## src/rtl/key_event_ctrl.sv

```systemverilog
// Turns debounced key levels into press / release / long-press events and
// serialises them onto one valid/ready port with a round-robin pick over keys.
module key_event_ctrl #(
  parameter int   KEY_NUM    = 4,
  parameter logic KEY_ACTIVE = 1'b0,
  parameter int   LONG_CNT   = 100_000_000
) (
  input  logic               sysclk,
  input  logic               rst,
  input  logic [KEY_NUM-1:0] key_in,
  output logic               ev_valid,
  input  logic               ev_ready,
  output logic [3:0]         ev_key,
  output logic [1:0]         ev_type,
  output logic               ev_lost
);

  localparam int             CW           = $clog2(LONG_CNT + 1);
  localparam logic [CW-1:0]  CNT_MAX      = CW'(LONG_CNT);
  localparam logic [CW-1:0]  CNT_PRE      = CW'(LONG_CNT - 1);
  localparam logic [3:0]     LAST_KEY     = 4'(KEY_NUM - 1);
  localparam logic [1:0]     TYPE_PRESS   = 2'b01;
  localparam logic [1:0]     TYPE_RELEASE = 2'b10;
  localparam logic [1:0]     TYPE_LONG    = 2'b11;

  logic [KEY_NUM-1:0] key_q;
  logic [KEY_NUM-1:0] key_p;
  logic [CW-1:0]      hold_cnt [KEY_NUM];

  logic [KEY_NUM-1:0] press_det;
  logic [KEY_NUM-1:0] rel_det;
  logic [KEY_NUM-1:0] long_det;

  logic [KEY_NUM-1:0] pend_press;
  logic [KEY_NUM-1:0] pend_long;
  logic [KEY_NUM-1:0] pend_rel;
  logic [KEY_NUM-1:0] clr_press;
  logic [KEY_NUM-1:0] clr_long;
  logic [KEY_NUM-1:0] clr_rel;
  logic [KEY_NUM-1:0] key_pend;

  logic [3:0] rr;
  logic [3:0] hi_key;
  logic [3:0] lo_key;
  logic       hi_found;
  logic [3:0] sel_key;
  logic [1:0] sel_type;
  logic       load;
  logic       lost_now;

  assign press_det = key_q & ~key_p;
  assign rel_det   = ~key_q & key_p;
  assign key_pend  = pend_press | pend_long | pend_rel;
  assign load      = (~ev_valid | ev_ready) & (|key_pend);

  // The long pulse marks the single step from LONG_CNT-1 to the saturated value.
  always_comb begin
    long_det = '0;
    for (int i = 0; i < KEY_NUM; i++) begin
      long_det[i] = key_q[i] && (hold_cnt[i] == CNT_PRE);
    end
  end

  // Lowest pending key at or above rr wins; otherwise wrap to the lowest pending key.
  always_comb begin
    hi_found = 1'b0;
    hi_key   = '0;
    lo_key   = '0;
    for (int i = KEY_NUM - 1; i >= 0; i--) begin
      if (key_pend[i]) begin
        lo_key = 4'(i);
        if (4'(i) >= rr) begin
          hi_key   = 4'(i);
          hi_found = 1'b1;
        end
      end
    end
    sel_key = hi_found ? hi_key : lo_key;
  end

  always_comb begin
    sel_type  = TYPE_RELEASE;
    clr_press = '0;
    clr_long  = '0;
    clr_rel   = '0;
    for (int i = 0; i < KEY_NUM; i++) begin
      if (4'(i) == sel_key) begin
        if (pend_press[i]) begin
          sel_type = TYPE_PRESS;
        end else if (pend_long[i]) begin
          sel_type = TYPE_LONG;
        end
      end
    end
    for (int i = 0; i < KEY_NUM; i++) begin
      clr_press[i] = load && (4'(i) == sel_key) && (sel_type == TYPE_PRESS);
      clr_long[i]  = load && (4'(i) == sel_key) && (sel_type == TYPE_LONG);
      clr_rel[i]   = load && (4'(i) == sel_key) && (sel_type == TYPE_RELEASE);
    end
  end

  // A new event only drops when its slot stays occupied past this edge.
  assign lost_now = |((press_det & pend_press & ~clr_press) |
                      (long_det  & pend_long  & ~clr_long)  |
                      (rel_det   & pend_rel   & ~clr_rel));

  always_ff @(posedge sysclk) begin
    if (rst) begin
      key_q      <= '0;
      key_p      <= '0;
      pend_press <= '0;
      pend_long  <= '0;
      pend_rel   <= '0;
      rr         <= '0;
      ev_valid   <= 1'b0;
      ev_key     <= '0;
      ev_type    <= '0;
      ev_lost    <= 1'b0;
      for (int i = 0; i < KEY_NUM; i++) begin
        hold_cnt[i] <= '0;
      end
    end else begin
      key_q <= KEY_ACTIVE ? key_in : ~key_in;
      key_p <= key_q;
      for (int i = 0; i < KEY_NUM; i++) begin
        if (!key_q[i]) begin
          hold_cnt[i] <= '0;
        end else if (hold_cnt[i] != CNT_MAX) begin
          hold_cnt[i] <= hold_cnt[i] + CW'(1);
        end
      end
      pend_press <= (pend_press & ~clr_press) | press_det;
      pend_long  <= (pend_long  & ~clr_long)  | long_det;
      pend_rel   <= (pend_rel   & ~clr_rel)   | rel_det;
      ev_lost    <= lost_now;
      if (load) begin
        ev_valid <= 1'b1;
        ev_key   <= sel_key;
        ev_type  <= sel_type;
        rr       <= (sel_key == LAST_KEY) ? 4'd0 : sel_key + 4'd1;
      end else if (ev_ready) begin
        ev_valid <= 1'b0;
      end
    end
  end

endmodule

```

## config.mk

```make
export PLATFORM = sky130hd
export DESIGN_NAME = key_event_ctrl
export DESIGN_NICKNAME = d
export VERILOG_FILES = /design/src/rtl/key_event_ctrl.sv
export SDC_FILE = /design/constraint.sdc
export NUM_CORES = 1
export LEC_CHECK = 0
export CAP_MARGIN = 10
export CORE_MARGIN = 8
export CORE_UTILIZATION = 50
export CTS_BUF_LIST = sky130_fd_sc_hd__clkbuf_8
export DETAILED_ROUTE_END_ITERATION = 6
export GPL_TIMING_DRIVEN = 0
export HOLD_SLACK_MARGIN = 0.12
export PLACE_DENSITY = 0.69
export RECOVER_POWER = 25
export SYNTH_ARGS = -nofsm -noshare
export SYNTH_HDL_FRONTEND = slang
export SYNTH_SLANG_ARGS = --single-unit
```

## constraint.sdc

```tcl
create_clock -name sysclk -period 7.2 [get_ports sysclk]
set_input_delay 1.8 -clock sysclk [delete_from_list [all_inputs] [get_ports sysclk]]
set_output_delay 1.8 -clock sysclk [all_outputs]
set_load 0.05 [all_outputs]
```

After elaboration in Yosys (flattened, before gate mapping)
Memories as Yosys holds them, arrays and structs flattened.
Index checks and enable logic that the tools add are counted.
{ "totals": {"ramBits": 108, "memories": 1, "elab_cells": 168, "register_bits": 32, "output_inout_bits": 8} }
{ "classes": {"n_eq_ne": 15, "n_reduce_logical": 24, "order_cmp": 4, "n_bitwise": 35, "muxes": 74, "addsub": 5} }
{ "memory_table": {"columns": ["memory", "depth", "word_bits", "rd", "rd_ports_with_merged_regs", "wr", "line", "source"], "rows": [
  ["hold_cnt", 4, 27, 4, 0, 4, "28", "logic [CW-1:0] hold_cnt [KEY_NUM];"]
]} }
{ "op_table": {"columns": ["operator", "count"], "rows": [
  ["$mux 27", 8],
  ["$add 27x1->27 const B", 4],
  ["$eq 27x27->1 const B", 4],
  ["$ne 27x27->1 const B", 4],
  ["$and 4x4->4", 11],
  ["$mux 4", 11],
  ["$mux 1", 41],
  ["$mux 2", 14],
  ["$or 4x4->4", 7],
  ["$not 4->4", 6],
  ["$logic_and 1x1->1", 20],
  ["$or 1x1->1", 9],
  ["$eq 2x4->1 const A", 2],
  ["$ge 1x4->1 const A", 2],
  ["$ge 2x4->1 const A", 2],
  ["$reduce_or 4->1", 2],
  ["$add 4x1->4 const B", 1],
  ["$eq 1x4->1 const A", 1],
  ["$eq 2x2->1 const B", 2],
  ["$eq 4x2->1 const B", 1],
  ["$logic_not 4->1", 1],
  ["$eq 2x1->1 const B", 1],
  ["$reduce_bool 2->1", 1],
  ["$and 1x1->1", 1],
  ["$not 1->1", 1]
]} }

Longest topological paths before layout
{ "depth": {"ltp_word": 28, "ltp_mapped": 14} }

Least setup slack after synthesis
Ideal clock, no wire load.
{ "synth_timing": {"kind": "in2reg", "from": "input rst", "to": "memory hold_cnt[1][0] (netlist bit) (enable)", "slack_ps": 4013, "stages": 3, "t_arrival_ps": 2803, "path_buffers": 1, "setup_time_ps": 384, "cell_sequence": "clkbuf_1 > nor2b_1 > nand2_1"} }
{ "synth_rtl": {"columns": ["element", "line", "source"], "rows": [
  ["from (decl)", "9", "input logic rst,"],
  ["to (decl)", "28", null]
]} }

Worst setup path after layout
{ "layout_timing": {"from": "input ev_ready", "to": "register ev_lost"} }
{ "layout_via": {"elab_chain_cells": 9, "word_cells_on_any_way": 27, "cone_classes": "bitwise (10); reduce/logical (17)"} }
{ "layout_rtl": {"columns": ["element", "line", "source"], "rows": [
  ["from (decl)", "12", "input logic ev_ready,"],
  ["$or 1x1->1 *", "54", "assign load = (~ev_valid | ev_ready) & (|key_pend);"],
  ["$and 1x1->1 *", "54", null],
  ["$logic_and 1x1->1", "96, 97, 98", null],
  ["$logic_and 1x1->1 (on tied branches)", "96, 97", null],
  ["$not 4->4 (on tied branches)", "103, 104", null],
  ["$and 4x4->4 (on tied branches)", "103, 104", null],
  ["$or 4x4->4", "103", "assign lost_now = |((press_det & pend_press & ~clr_press) |"],
  ["$or 4x4->4 *", "104", "(long_det & pend_long & ~clr_long) |"],
  ["$reduce_or 4->1 *", "103", null],
  ["to (signal assigned)", "135", "ev_lost <= lost_now;"],
  ["to (decl)", "15", "output logic ev_lost"]
]} }
Mark *: on every way between the ends. The rest lies on a longest branch, timed or not.
A chain may end at the register's enable or synchronous reset.

==> metrics.txt <==
Slew Limit Headroom=-13.34%; number of global-route vias before repair=5327; Top-Level Pins=15; clock edge transition at the registers on the reported setup and hold paths=0.08 ns; Std-Cell Rows=44; Starting Density=50.70%; largest net degree at the start of global routing=28; Routed Antenna Nets=0; CP Capture Type=flip-flop; largest area contributor in the netlist=edfxtp_1; number of port buffers=11; RD Place Congestion=0.8561; CP max FO=9; CTS tree=built; total inserted antenna cells=0; Sink Count=136; ranking of synthesized cells by area=edfxtp_1 (44%), dfxtp_1 (7.7%), nor2_1 (7.6%); Setup Fix Bufs, Post-CTS=0; cts hold-fix bufs=0; Worst Tran Pin Value=1.678 ns; detail-routed via count per cell=5.496; Min Hold Slack=0.4664 ns; Syn Std Cell Area=7313 um^2; antenna violations before repair=0; WL/cell=14.65 um; VDD IR max=0.1607 mV; max-slew violations=9; failing checks=capacitance limit, slew limit; Synth Area per Inst=9.896 um^2; Critical Path AT=4.01 ns; Critical Path Start Type=input port; footprint of the multi-input gates=3283 um^2; RSZ-0062 raised after global routing=no; core area=14420 um^2; Final period util=51.54%; number of synthesized flops with an enable pin=108; Reg area=3804 um^2; Top FF cell, synth=edfxtp_1; CTS root buffer=clkbuf_8; Resized cells post-CTS=0; count leader, synth=nor2_1; worst skew pair latency=0.45 ns; DR pass1 iterations=5; Final #Nets=789; iteration-0 DRC count of the detailed router=320; DR DRC count=0; drt total wl=14170 um; Synth async-reset ratio=0%; Syn-to-layout area delta=10.52%; Worst Setup Path Type=in -> reg; FF+latch count, synth=136; Syn Inst Count=739; Synth top cells by count=nor2_1 (148), edfxtp_1 (108), nand2_1 (72), xor2_1 (59), nand3_1 (41); post-layout min period=3.711 ns; worst clock skew=0.01092 ns; hold crit path type=reg -> reg; Die Y=136.9 um; dpl hpwl=9827 um; CP required=7.50 ns; fill count=1259; PnR worst setup slack=3.489 ns; Final Hold Vio Count=0; via total after detailed routing=5315; H-tree Lvls=4; distinct cell type count after synthesis=58; final setup TNS=0 ns; sequential area share after synthesis=52.01%; yosys warns=0; grt ovf=0; final setup fails=0; LEAKAGE=2.743 nW; Chip Width=136.9 um; Max Cap Viol=1; status=complete, but fails checks; pwr/cell area=215.1 nW/um^2; Achievable Freq=269.5 MHz; Place WS=3.280 ns; TritonCTS Buffers=17; share of cells above drive strength 1=6.258%; die area=18750 um^2; Longest Clk Path Bufs=2; GRT Overall Usage=15.95%; top-area cell type share of the netlist area=44.35%; global-route wire length before repair=24270 um
## worst max-delay path: stages
cell	delay, ns
dlygate4sd3_1	0.53
nand2b_1	0.16
o41ai_1	0.29
nor2_4	0.33
a211oi_2	0.11
a2111oi_1	0.59
a41oi_2	0.20
## metrics by stage
step	instance area, um^2	instances	power, mW	utilization [%]
2_1_floorplan	7317	740	0.9910	-
3_3_place_gp	7657	935	1.029	53.09
3_5_place_dp	7657	935	1.033	53.09
4_1_cts	8110	967	1.759	56.23
5_1_grt	8083	967	1.797	56.04
6_report	8083	967	1.739	56.04
## worst paths after layout
kind | cells after the start | start | slack [ns] | end
worst max-delay path | 7 | ev_ready | 3.49 | ev_lost
worst min-delay path | 2 | ev_key[0] | 0.47 | ev_key[0]
worst max register to register | 13 | pend_press[0] | 3.52 | ev_lost
worst min register to register | 2 | ev_key[0] | 0.47 | ev_key[0]
## power by group
part           internal, mW  switching (mW)
clock                 0.414           0.312
combinational        0.0506          0.0990
sequential            0.850          0.0140
## registers in the layout, indices dropped and copies added, names as in the netlist
signal / flops
ev_valid: 1
key_p: 4
rr: 2
key_q: 4
pend_long: 4
pend_rel: 4
ev_lost: 1
pend_press: 4
ev_key: 2
ev_type: 2
hold_cnt: 108
## final cells by class
cell class                 count  share of cell area, %
tap                          184                  2.848
clock inverter                15                  2.709
clock buffer                  17                  2.895
multi-input combinational    555                  40.62
buffer                        21                  1.207
timing repair buffer          11                  1.362
inverter                      28                  1.300
sequential                   136                  47.06
## kinds of logic (layout without fill, tap and decap cells)
group	after synthesis	count (layout)	share of synthesized area (%)
AND/OR/NAND/NOR	389	389	26.04
flip-flops	136	136	52.01
XOR/XNOR	97	97	11.62
AO/OA/AOI/OAI	55	55	5.389
buffers and inverters	49	92	2.840
adder cells (fa/ha/maj)	12	12	2.053
other	1	2	0.05128
## per-layer routing
metal	vias to the layer above	GRT usage [%]	wire length (um)
li1	2656	-	-
met1	2530	19.36	6460
met2	103	26.51	6836
met3	26	3.928	598
met4	0	6.639	274
met5	-	0	0
## placed cells by master, fill, tap and decap left out, types with 4 or more instances in the layout
cell type        synthesis  routed
edfxtp_1               108     108
nor4b_1                  7       7
and3_1                  16      16
dfxtp_1                 28      28
nor4_1                  10      10
ha_1                    12      12
clkdlybuf4s50_1          0      10
xnor2_1                 38      38
nand2_1                 72      72
a21oi_1                 23      23
nor2_1                 148     148
clkbuf_8                 0      17
and4_1                   6       6
nand2b_1                11      11
inv_1                   28      28
nor2b_1                  7       7
nor3_1                  11      11
nand4_1                 25      25
or3_1                    9       9
clkbuf_1                 8      13
bufinv_16                0       5
or4_1                    4       4
xor2_1                  59      59
o21ai_0                  7       9
nand3_1                 41      41
nand3b_1                 5       5
Note: power is estimated with default switching activity, not from simulation.
